[src/rtl/var_init_counter_bank_if.sv]
// Counter bank bus: per-channel enables, load/readback controls, outputs.
// master drives controls (en/load/load_ch/load_data/rd_ch); slave drives
// rd_data, cnt_flat, wrap and the net any_wrap.
interface var_init_counter_bank_if #(
  parameter int WIDTH    = 8,
  parameter int CHANNELS = 4
);
  localparam int CW = $clog2(CHANNELS) + 1;

  logic [CHANNELS-1:0]       en;
  logic                      load;
  logic [CW-1:0]             load_ch;
  logic [WIDTH-1:0]          load_data;
  logic [CW-1:0]             rd_ch;
  logic [WIDTH-1:0]          rd_data;
  logic [CHANNELS*WIDTH-1:0] cnt_flat;
  logic [CHANNELS-1:0]       wrap;
  wire                       any_wrap;

  modport master (
    output en, load, load_ch, load_data, rd_ch,
    input  rd_data, cnt_flat, wrap, any_wrap
  );

  modport slave (
    input  en, load, load_ch, load_data, rd_ch,
    output rd_data, cnt_flat, wrap, any_wrap
  );
endinterface

[src/rtl/var_init_counter_bank.sv]
// Bank of CHANNELS wrapping up/down counters with load, readback, wrap flags.
// Ports: clk, rst (sync, active-high), bus (slave side of the bank bus).
module var_init_counter_bank #(
  parameter int WIDTH    = 8,
  parameter int CHANNELS = 4,
  parameter logic [31:0] LIMIT =
    32'((64'd1 << WIDTH) - 64'd1),
  parameter int INIT_VAL = 1,
  parameter int RST_VAL  = 0,
  parameter int STORAGE  = 0,
  parameter logic [CHANNELS-1:0] COUNT_DOWN = '0
) (
  input logic clk,
  input logic rst,
  var_init_counter_bank_if.slave bus
);
  localparam int CW = $clog2(CHANNELS) + 1;
  localparam logic [WIDTH-1:0] INIT_W = WIDTH'(INIT_VAL);
  localparam logic [WIDTH-1:0] RST_W  = WIDTH'(RST_VAL);
  localparam logic [WIDTH-1:0] LIM_W  = LIMIT[WIDTH-1:0];

  logic [WIDTH-1:0]    cnt [CHANNELS];
  logic [CHANNELS-1:0] wrap_d;
  logic [CHANNELS-1:0] wrap_q = '0;
  logic [WIDTH-1:0]    rd_d;
  logic [WIDTH-1:0]    rd_q = '0;

  for (genvar c = 0; c < CHANNELS; c++) begin : g_ch
    logic             hit;
    logic [31:0]      cur32;
    logic [WIDTH-1:0] ld_w;
    logic [WIDTH-1:0] nxt;
    logic             wrp;

    assign hit  = bus.load && (bus.load_ch == CW'(c));
    assign ld_w = (32'(bus.load_data) > LIMIT) ? LIM_W
                                               : bus.load_data;

    // Wrap is judged on the 32-bit value against LIMIT.
    always_comb begin
      nxt = cnt[c];
      wrp = 1'b0;
      if (hit) begin
        nxt = ld_w;
      end else if (bus.en[c]) begin
        if (COUNT_DOWN[c]) begin
          if (cur32 == 32'd0) begin
            nxt = LIM_W;
            wrp = 1'b1;
          end else begin
            nxt = WIDTH'(cur32 - 32'd1);
          end
        end else begin
          if (cur32 >= LIMIT) begin
            nxt = '0;
            wrp = 1'b1;
          end else begin
            nxt = WIDTH'(cur32 + 32'd1);
          end
        end
      end
    end

    assign wrap_d[c] = wrp;

    if (STORAGE == 2) begin : g_int
      integer q = 32'(INIT_W);
      always_ff @(posedge clk) begin
        if (rst) q <= 32'(RST_W);
        else     q <= 32'(nxt);
      end
      assign cur32  = q;
      assign cnt[c] = q[WIDTH-1:0];
    end else if (STORAGE == 1) begin : g_reg
      reg [WIDTH-1:0] q = INIT_W;
      always_ff @(posedge clk) begin
        if (rst) q <= RST_W;
        else     q <= nxt;
      end
      assign cur32  = 32'(q);
      assign cnt[c] = q;
    end else begin : g_var
      logic [WIDTH-1:0] q = INIT_W;
      always_ff @(posedge clk) begin
        if (rst) q <= RST_W;
        else     q <= nxt;
      end
      assign cur32  = 32'(q);
      assign cnt[c] = q;
    end
  end

  // Out-of-range select falls through to zero.
  always_comb begin
    rd_d = '0;
    for (int i = 0; i < CHANNELS; i++) begin
      if (bus.rd_ch == CW'(i)) rd_d = cnt[i];
    end
  end

  always_ff @(posedge clk) begin
    if (rst) begin
      wrap_q <= '0;
      rd_q   <= '0;
    end else begin
      wrap_q <= wrap_d;
      rd_q   <= rd_d;
    end
  end

  always_comb begin
    bus.cnt_flat = '0;
    for (int i = 0; i < CHANNELS; i++) begin
      bus.cnt_flat[i*WIDTH +: WIDTH] = cnt[i];
    end
  end

  assign bus.wrap     = wrap_q;
  assign bus.rd_data  = rd_q;
  assign bus.any_wrap = |wrap_q;
endmodule

[src/flat_wrapper.sv]
// flat-port wrapper written by rule: the top's interface ports become plain ports
module var_init_counter_bank_flat 
#(
  parameter int WIDTH    = 8,
  parameter int CHANNELS = 4,
  parameter logic [31:0] LIMIT =
    32'((64'd1 << WIDTH) - 64'd1),
  parameter int INIT_VAL = 1,
  parameter int RST_VAL  = 0,
  parameter int STORAGE  = 0,
  parameter logic [CHANNELS-1:0] COUNT_DOWN = '0
)
  (clk, rst, bus_en, bus_load, bus_load_ch, bus_load_data, bus_rd_ch, bus_rd_data, bus_cnt_flat, bus_wrap, bus_any_wrap);
  var_init_counter_bank_if #(.WIDTH(WIDTH), .CHANNELS(CHANNELS)) bus_i ();
  input logic clk;
  input logic rst;
  input wire logic [$bits(bus_i.en)-1:0] bus_en;
  input wire logic [$bits(bus_i.load)-1:0] bus_load;
  input wire logic [$bits(bus_i.load_ch)-1:0] bus_load_ch;
  input wire logic [$bits(bus_i.load_data)-1:0] bus_load_data;
  input wire logic [$bits(bus_i.rd_ch)-1:0] bus_rd_ch;
  output wire logic [$bits(bus_i.rd_data)-1:0] bus_rd_data;
  output wire logic [$bits(bus_i.cnt_flat)-1:0] bus_cnt_flat;
  output wire logic [$bits(bus_i.wrap)-1:0] bus_wrap;
  output wire logic [$bits(bus_i.any_wrap)-1:0] bus_any_wrap;
  assign bus_i.en = bus_en;
  assign bus_i.load = bus_load;
  assign bus_i.load_ch = bus_load_ch;
  assign bus_i.load_data = bus_load_data;
  assign bus_i.rd_ch = bus_rd_ch;
  assign bus_rd_data = bus_i.rd_data;
  assign bus_cnt_flat = bus_i.cnt_flat;
  assign bus_wrap = bus_i.wrap;
  assign bus_any_wrap = bus_i.any_wrap;
  var_init_counter_bank #(.WIDTH(WIDTH), .CHANNELS(CHANNELS), .LIMIT(LIMIT), .INIT_VAL(INIT_VAL), .RST_VAL(RST_VAL), .STORAGE(STORAGE), .COUNT_DOWN(COUNT_DOWN)) u_core (.clk(clk), .rst(rst), .bus(bus_i));
endmodule
[config.mk]
export PLATFORM = sky130hd
export DESIGN_NAME = var_init_counter_bank_flat
export DESIGN_NICKNAME = d
export VERILOG_FILES = /design/src/rtl/var_init_counter_bank_if.sv /design/src/rtl/var_init_counter_bank.sv /design/src/flat_wrapper.sv
export SDC_FILE = /design/constraint.sdc
export NUM_CORES = 1
export LEC_CHECK = 0
export CELL_PAD_IN_SITES_DETAIL_PLACEMENT = 0
export CELL_PAD_IN_SITES_GLOBAL_PLACEMENT = 1
export CORE_MARGIN = 2
export CORE_UTILIZATION = 25
export DETAILED_ROUTE_END_ITERATION = 16
export DONT_BUFFER_PORTS = 1
export PLACE_DENSITY_LB_ADDON = 0.1
export SETUP_SLACK_MARGIN = 0.02
export SKIP_CTS_REPAIR_TIMING = 1
export SLEW_MARGIN = 15
export SYNTH_ARGS = -nofsm -noshare
export SYNTH_HDL_FRONTEND = slang
export SYNTH_SLANG_ARGS = --single-unit
export TNS_END_PERCENT = 1
[constraint.sdc]
create_clock -name clk -period 2.35 [get_ports clk]
set_input_delay 0 -clock clk [delete_from_list [all_inputs] [get_ports clk]]
set_output_delay 0 -clock clk [all_outputs]
set_load 0.05 [all_outputs]
==> results of run 1 <==
## flip-flops by register name, indices dropped and copies added, names as in the netlist
register / count
u_core.bus.wrap: 4
u_core.g_ch.g_var.q: 32
u_core.bus.rd_data: 8
## metrics by stage
| stage | power [uW] | util | worst slack [ps] | hold slack, ps |
|---|---|---|---|---|
| after floorplan | 1070 | - | 495 | 171 |
| after global placement | 1130 | 0.289 | 690 | 77.2 |
| after detailed placement | 1130 | 0.289 | 667 | 74.9 |
| after CTS | 1800 | 0.303 | 642 | -263 |
| after global routing | 1930 | 0.329 | 172 | 4.88 |
| final | 1850 | 0.329 | 265 | -40.0 |
## layer usage
| metal | wire length, um | vias up |
|---|---|---|
| li1 | - | 1154 |
| met1 | 4270 | 1124 |
| met2 | 4270 | 50 |
| met3 | 433 | 9 |
| met4 | 98 | 0 |
| met5 | 0 | - |
## synthesized netlist by cell type (all sizes together), types with 2 or more instances
cell type and n:
nand3 13, mux2i 5, nand2b 3, clkbuf 11
nand4bb 2, o221ai 8, and4 2, nand2 13
nand4 11, or3b 3, o22ai 5, buf 8
nor3 6, xor2 10, nor3b 4, or3 4
a21oi 11, a211oi 23, a31oi 3, or4 2
xnor2 10, a311oi 4, nor2 38, nor2b 8
dfxtp 44, ha 4, or2 3, o21ai 16
inv 8
## kinds of logic (layout without fill, tap and decap cells)
group,after synthesis,after routing
AOI/OAI and AO/OA,73,73
buffers and inverters,27,67
DFF,44,44
adders and majority gates,4,4
and+or+nand+nor,117,117
muxes,5,5
xor gates and xnor gates,20,20
## final timing paths
path	end	from	slack [ps]
max	u_core.g_ch[1].g_var.q[0]	u_core.g_ch[1].g_var.q[7]	270
min	u_core.g_ch[3].g_var.q[5]	bus_load_data[5]	-40
max reg2reg	u_core.g_ch[1].g_var.q[0]	u_core.g_ch[1].g_var.q[7]	270
min reg2reg	u_core.bus.wrap[2]	u_core.g_ch[2].g_var.q[6]	590
## cell type report
class / count / area [sq um] / area share
multi-input cells: 219 / 1390 / 0.457
clock buffers: 7 / 96.3 / 0.0317
clock inverters: 1 / 30.0 / 0.00988
well taps: 129 / 161 / 0.0531
flip-flops and latches: 44 / 881 / 0.290
inverters: 8 / 30.0 / 0.00988
repair buffers: 51 / 450 / 0.148
## worst max-delay path: cells and delay by family, from the launching register on
family,cells,cell delay (ps)
compound gates,1,260
buf+inv,1,550
flops,1,750
simple gates,2,420
## where the power goes
part,internal [uW],switching [uW]
logic,120,225
registers,779,57.5
clock network,376,289
==> metrics.cfg, run 1 <==
[synth]
yosys_register_bits = 44
synth_flop_cell = dfxtp_1
synth_area_per_cell_sq_um = 8.23
synth_cell_type_count = 42
synth_xor_area_frac = 0.0734
syn-num-nets = 315
synth_top_family_by_area = simple AND/OR/NAND/NOR gates
yosys.area_share.adder = 0.0210
ys_warn_count = 0
yosysTopAreaCell = dfxtp_1
async_reset_ff_frac = 0
synth_area_sq_um = 2390
synth_cells = 290
synthTopCellsByArea = dfxtp_1 (37%), a211oi_1 (7.2%), nor2_1 (6.0%), xnor2_1 (3.7%), xor2_1 (3.7%)
yosys.area_share.simple = 0.264
synth_top_area_frac = 0.369
synth_edf_count = 0
ys_seq_area_frac = 0.369
synth.mux.area_fraction = 0.0210
synth_compound_area_frac = 0.203

[detailed_routing]
wl_per_cell_um = 19.8
ant_nets = 0
drt-total-wl_mm = 9.07
vias = 2337
remaining_drc_errors = 0
viasPerCell = 5.09
drtPass1Iterations = 4
drt-initial-drc-count = 55

[final_layout]
finalInstanceArea_sq_um = 3040
antenna_cells = 0
final_cell_mix = dfxtp_1 (44), nor2_1 (38), buf_4 (28), a211oi_1 (23), dlygate4sd3_1 (22)
mostFrequentLayoutCell = dfxtp_1
final_net_count = 354
finalNonFillerCells = 459
drive_above_1_share = 0.133
area_growth_pct = 27.4
fillers = 1010

[clocking]
htree_levels = 2
root_buffer = clkbuf_8
path_clk_slew_ps = 90
clockBufferDepth = 2
numCtsBuffers = 5
clkLatencyLatePin_ps = 310
cts_tree = done
cts_sinks = 44

[sta]
rsz0062_at_grt = no
finalSetupViolCount = 0
slew_viol_final = 0
min_period_ps = 2080
hold_viol = 12
clock.fmax_ghz = 0.480
hold_ws_ps = -40.0
slew-limit-headroom = 0.456
finClkSkew_ps = 12.8
worst-slew-pin-transition_ps = 811
finalCritPeriodShare = 0.887
fin_setup_tns_ps = 0

[grt]
grt_pass1_wl_mm = 13.1
grt_max_degree = 42
antenna_found_initial = 0
busiest_layer = met2
overflow = 0
grt_pass1_vias = 2132
track_usage = 0.172
grt_use_met3 = 0.0428
grt_util_met1 = 0.239
met2_usage = 0.264

[outcome]
run_status = complete, but fails checks
violations = negative hold slack

[setup_path]
path_cells = nand4_1, a31oi_1, nor3_1, dlygate4sd3_1
critPathRequiredTime_ps = 2550
worst-r2r-cell-count = 4
crit_path_end_kind = register
crit_slowest_cell = dfxtp_1
cp.arrival_ps = 2290
worstSetupStartpointType = register
cp_max_fo = 5
slowest_delay_ps = 750
path_class = register to register

[min_path]
hp-class = input pin to register
hold_path_depth = 2

[power]
vdd_drop_max_mv = 0.198
p_leak_uw = 0.00107
p_per_area_nw_per_um2 = 607

[placement]
gp_congestion = 0.695
placed_area_sq_um = 2670
io_buffers = 0
dp_hpwl_mm = 6.16
placed_cells = 428

[die]
fp.dieW_um = 102
num_rows = 35
die_y_um = 102
initial_core_util = 0.258
core_area_sq_um = 9240
die-area_sq_um = 10300
io-pin-count = 66

[job]
drv_cap = 0

(Power assumes the default switching activity.)
==> inputs of run 2 (changes only) <==
- HOLD_SLACK_MARGIN: default -> 0.06
==> run 2 against run 1 <==
  * The run now ends clean
  * Combinational power grew 1%
  * Via count shrank 0.94%
  * Utilization grew 0.11 points
  * Die area is the same
  * Largest cell class unchanged
==> metrics.cfg, run 2 (same netlist as run 1, synthesis figures left out) <==
[outcome]
run_status = complete, no violations

[final_layout]
top_register = u_core.g_ch.g_var.q
drive_above_1_share = 0.133  ; -0.000403
area_growth_pct = 27.8
final_cell_mix = dfxtp_1 (44), nor2_1 (38), buf_4 (28), a211oi_1 (23), dlygate4sd3_1 (23)
mostFrequentLayoutCell = dfxtp_1
fillers = 1009  ; -0.099%
antenna_cells = 0  ; unchanged
final_net_count = 355  ; +0.28%
largest_reg_flops = 32  ; unchanged

[sta]
finClkSkew_ps = 13.9  ; +1.05 ps
finalSetupViolCount = 0  ; unchanged
finalCritPeriodShare = 0.883  ; -0.00461
hold_viol = 0  ; -12
fin_setup_tns_ps = 0  ; unchanged
slew_viol_final = 0  ; unchanged
min_period_ps = 2070  ; -10.8 ps
fin_ws_ps = 276  ; +10.8 ps
worst-slew-pin-transition_ps = 813  ; +1.51 ps
clock.fmax_ghz = 0.482  ; +0.52%
slew-limit-headroom = 0.455  ; -0.00101
rsz0062_at_grt = no

[power]
vdd_drop_max_mv = 0.196  ; -0.82%
p_leak_uw = 0.00108  ; +0.61%
p_per_area_nw_per_um2 = 606  ; -0.29%
power_uw = 1850  ; about the same

[die]
initial_core_util = 0.258  ; unchanged
fp.dieW_um = 102  ; unchanged
die_y_um = 102  ; unchanged
die-area_sq_um = 10300  ; unchanged
io-pin-count = 66  ; unchanged
num_rows = 35  ; unchanged
core_area_sq_um = 9240  ; unchanged

[setup_path]
cp_max_fo = 5  ; unchanged
worstReg2RegStart = u_core.g_ch[1].g_var.q[7]
critPathRequiredTime_ps = 2550  ; about the same
cp.arrival_ps = 2270  ; -20 ps
crit_path_end_kind = register
path_class = register to register
setup.worst_path.start = u_core.g_ch[1].g_var.q[7]
worstSetupStartpointType = register

[grt]
track_usage = 0.172  ; unchanged
grt_pass1_wl_mm = 13.1  ; unchanged
grt_pass1_vias = 2132  ; unchanged
antenna_found_initial = 0  ; unchanged
grt_max_degree = 42  ; unchanged
overflow = 0  ; unchanged

[placement]
place_ws_ps = 667  ; unchanged
dp_hpwl_mm = 6.16  ; unchanged
io_buffers = 0  ; unchanged
gp_congestion = 0.695  ; unchanged

[detailed_routing]
drt-total-wl_mm = 8.99  ; -0.90%
drt-initial-drc-count = 48  ; -13%
vias = 2315  ; -0.94%
remaining_drc_errors = 0  ; unchanged
wl_per_cell_um = 19.5  ; -1.1%
viasPerCell = 5.03  ; -1.2%
ant_nets = 0  ; unchanged
drtPass1Iterations = 4  ; unchanged

[job]
drv_cap = 0  ; unchanged

[clocking]
clockBufferDepth = 2  ; unchanged
numCtsBuffers = 5  ; unchanged
htree_levels = 2  ; unchanged
clkLatencyLatePin_ps = 310  ; about the same
cts_sinks = 44  ; unchanged
path_clk_slew_ps = 90  ; about the same
root_buffer = clkbuf_8
cts_tree = done

[min_path]
hp-class = input pin to register
min_from = bus_rd_ch[1]

==> run 2: area by class of cell <==
type	count	area, sq um	area share
Clock buffer	7	96.3	0.0316
Clock inverter	1	30.0	0.00985
Inverter	8	30.0	0.00985
Multi-Input combinational cell	219	1390	0.456
Sequential cell	44	881	0.289
Tap cell	129	161	0.0529
Timing Repair Buffer	52	460	0.151
==> run 2: stage by stage <==
stage               utilization  cell area (sq um)  std cells  hold WS, ps
floorplan                     -               2390        290          171
global placement          0.289               2670        428         77.2
detailed placement        0.289               2670        428         74.9
CTS                       0.303               2800        436         -263
global route              0.330               3050        460         69.7
finish                    0.330               3050        460         20.5
==> run 2: per-layer routing <==
layer,vias to the layer above,GRT usage,part of all wire
met5,-,0,0
met1,1110,0.239,0.48
met4,0,0.0437,0.0068
li1,1155,-,-
met3,4,0.0428,0.043
met2,46,0.264,0.47
==> run 2: path summary, 6_finish.rpt <==
path              cells past startpoint                        end  slack, ps
setup / recovery                      4  u_core.g_ch[1].g_var.q[0]        280
hold / removal                        3      u_core.bus.rd_data[2]         20
setup reg to reg                      4  u_core.g_ch[1].g_var.q[0]        280
hold reg to reg                       2         u_core.bus.wrap[2]        590
==> run 2: power by group <==
part	internal (uW)	leakage (uW)	switching, uW
Sequential	779	0.000359	57.7
Combinational	120	0.000652	229
Clock	376	0.0000645	286
Total	1270	0.00108	572
==> run 2: worst max-delay path, cell delays in order, from the launching register on <==
cell	delay, ps
dfxtp_1	740
nand4_1	350
a31oi_1	260
nor3_1	70
dlygate4sd3_1	550
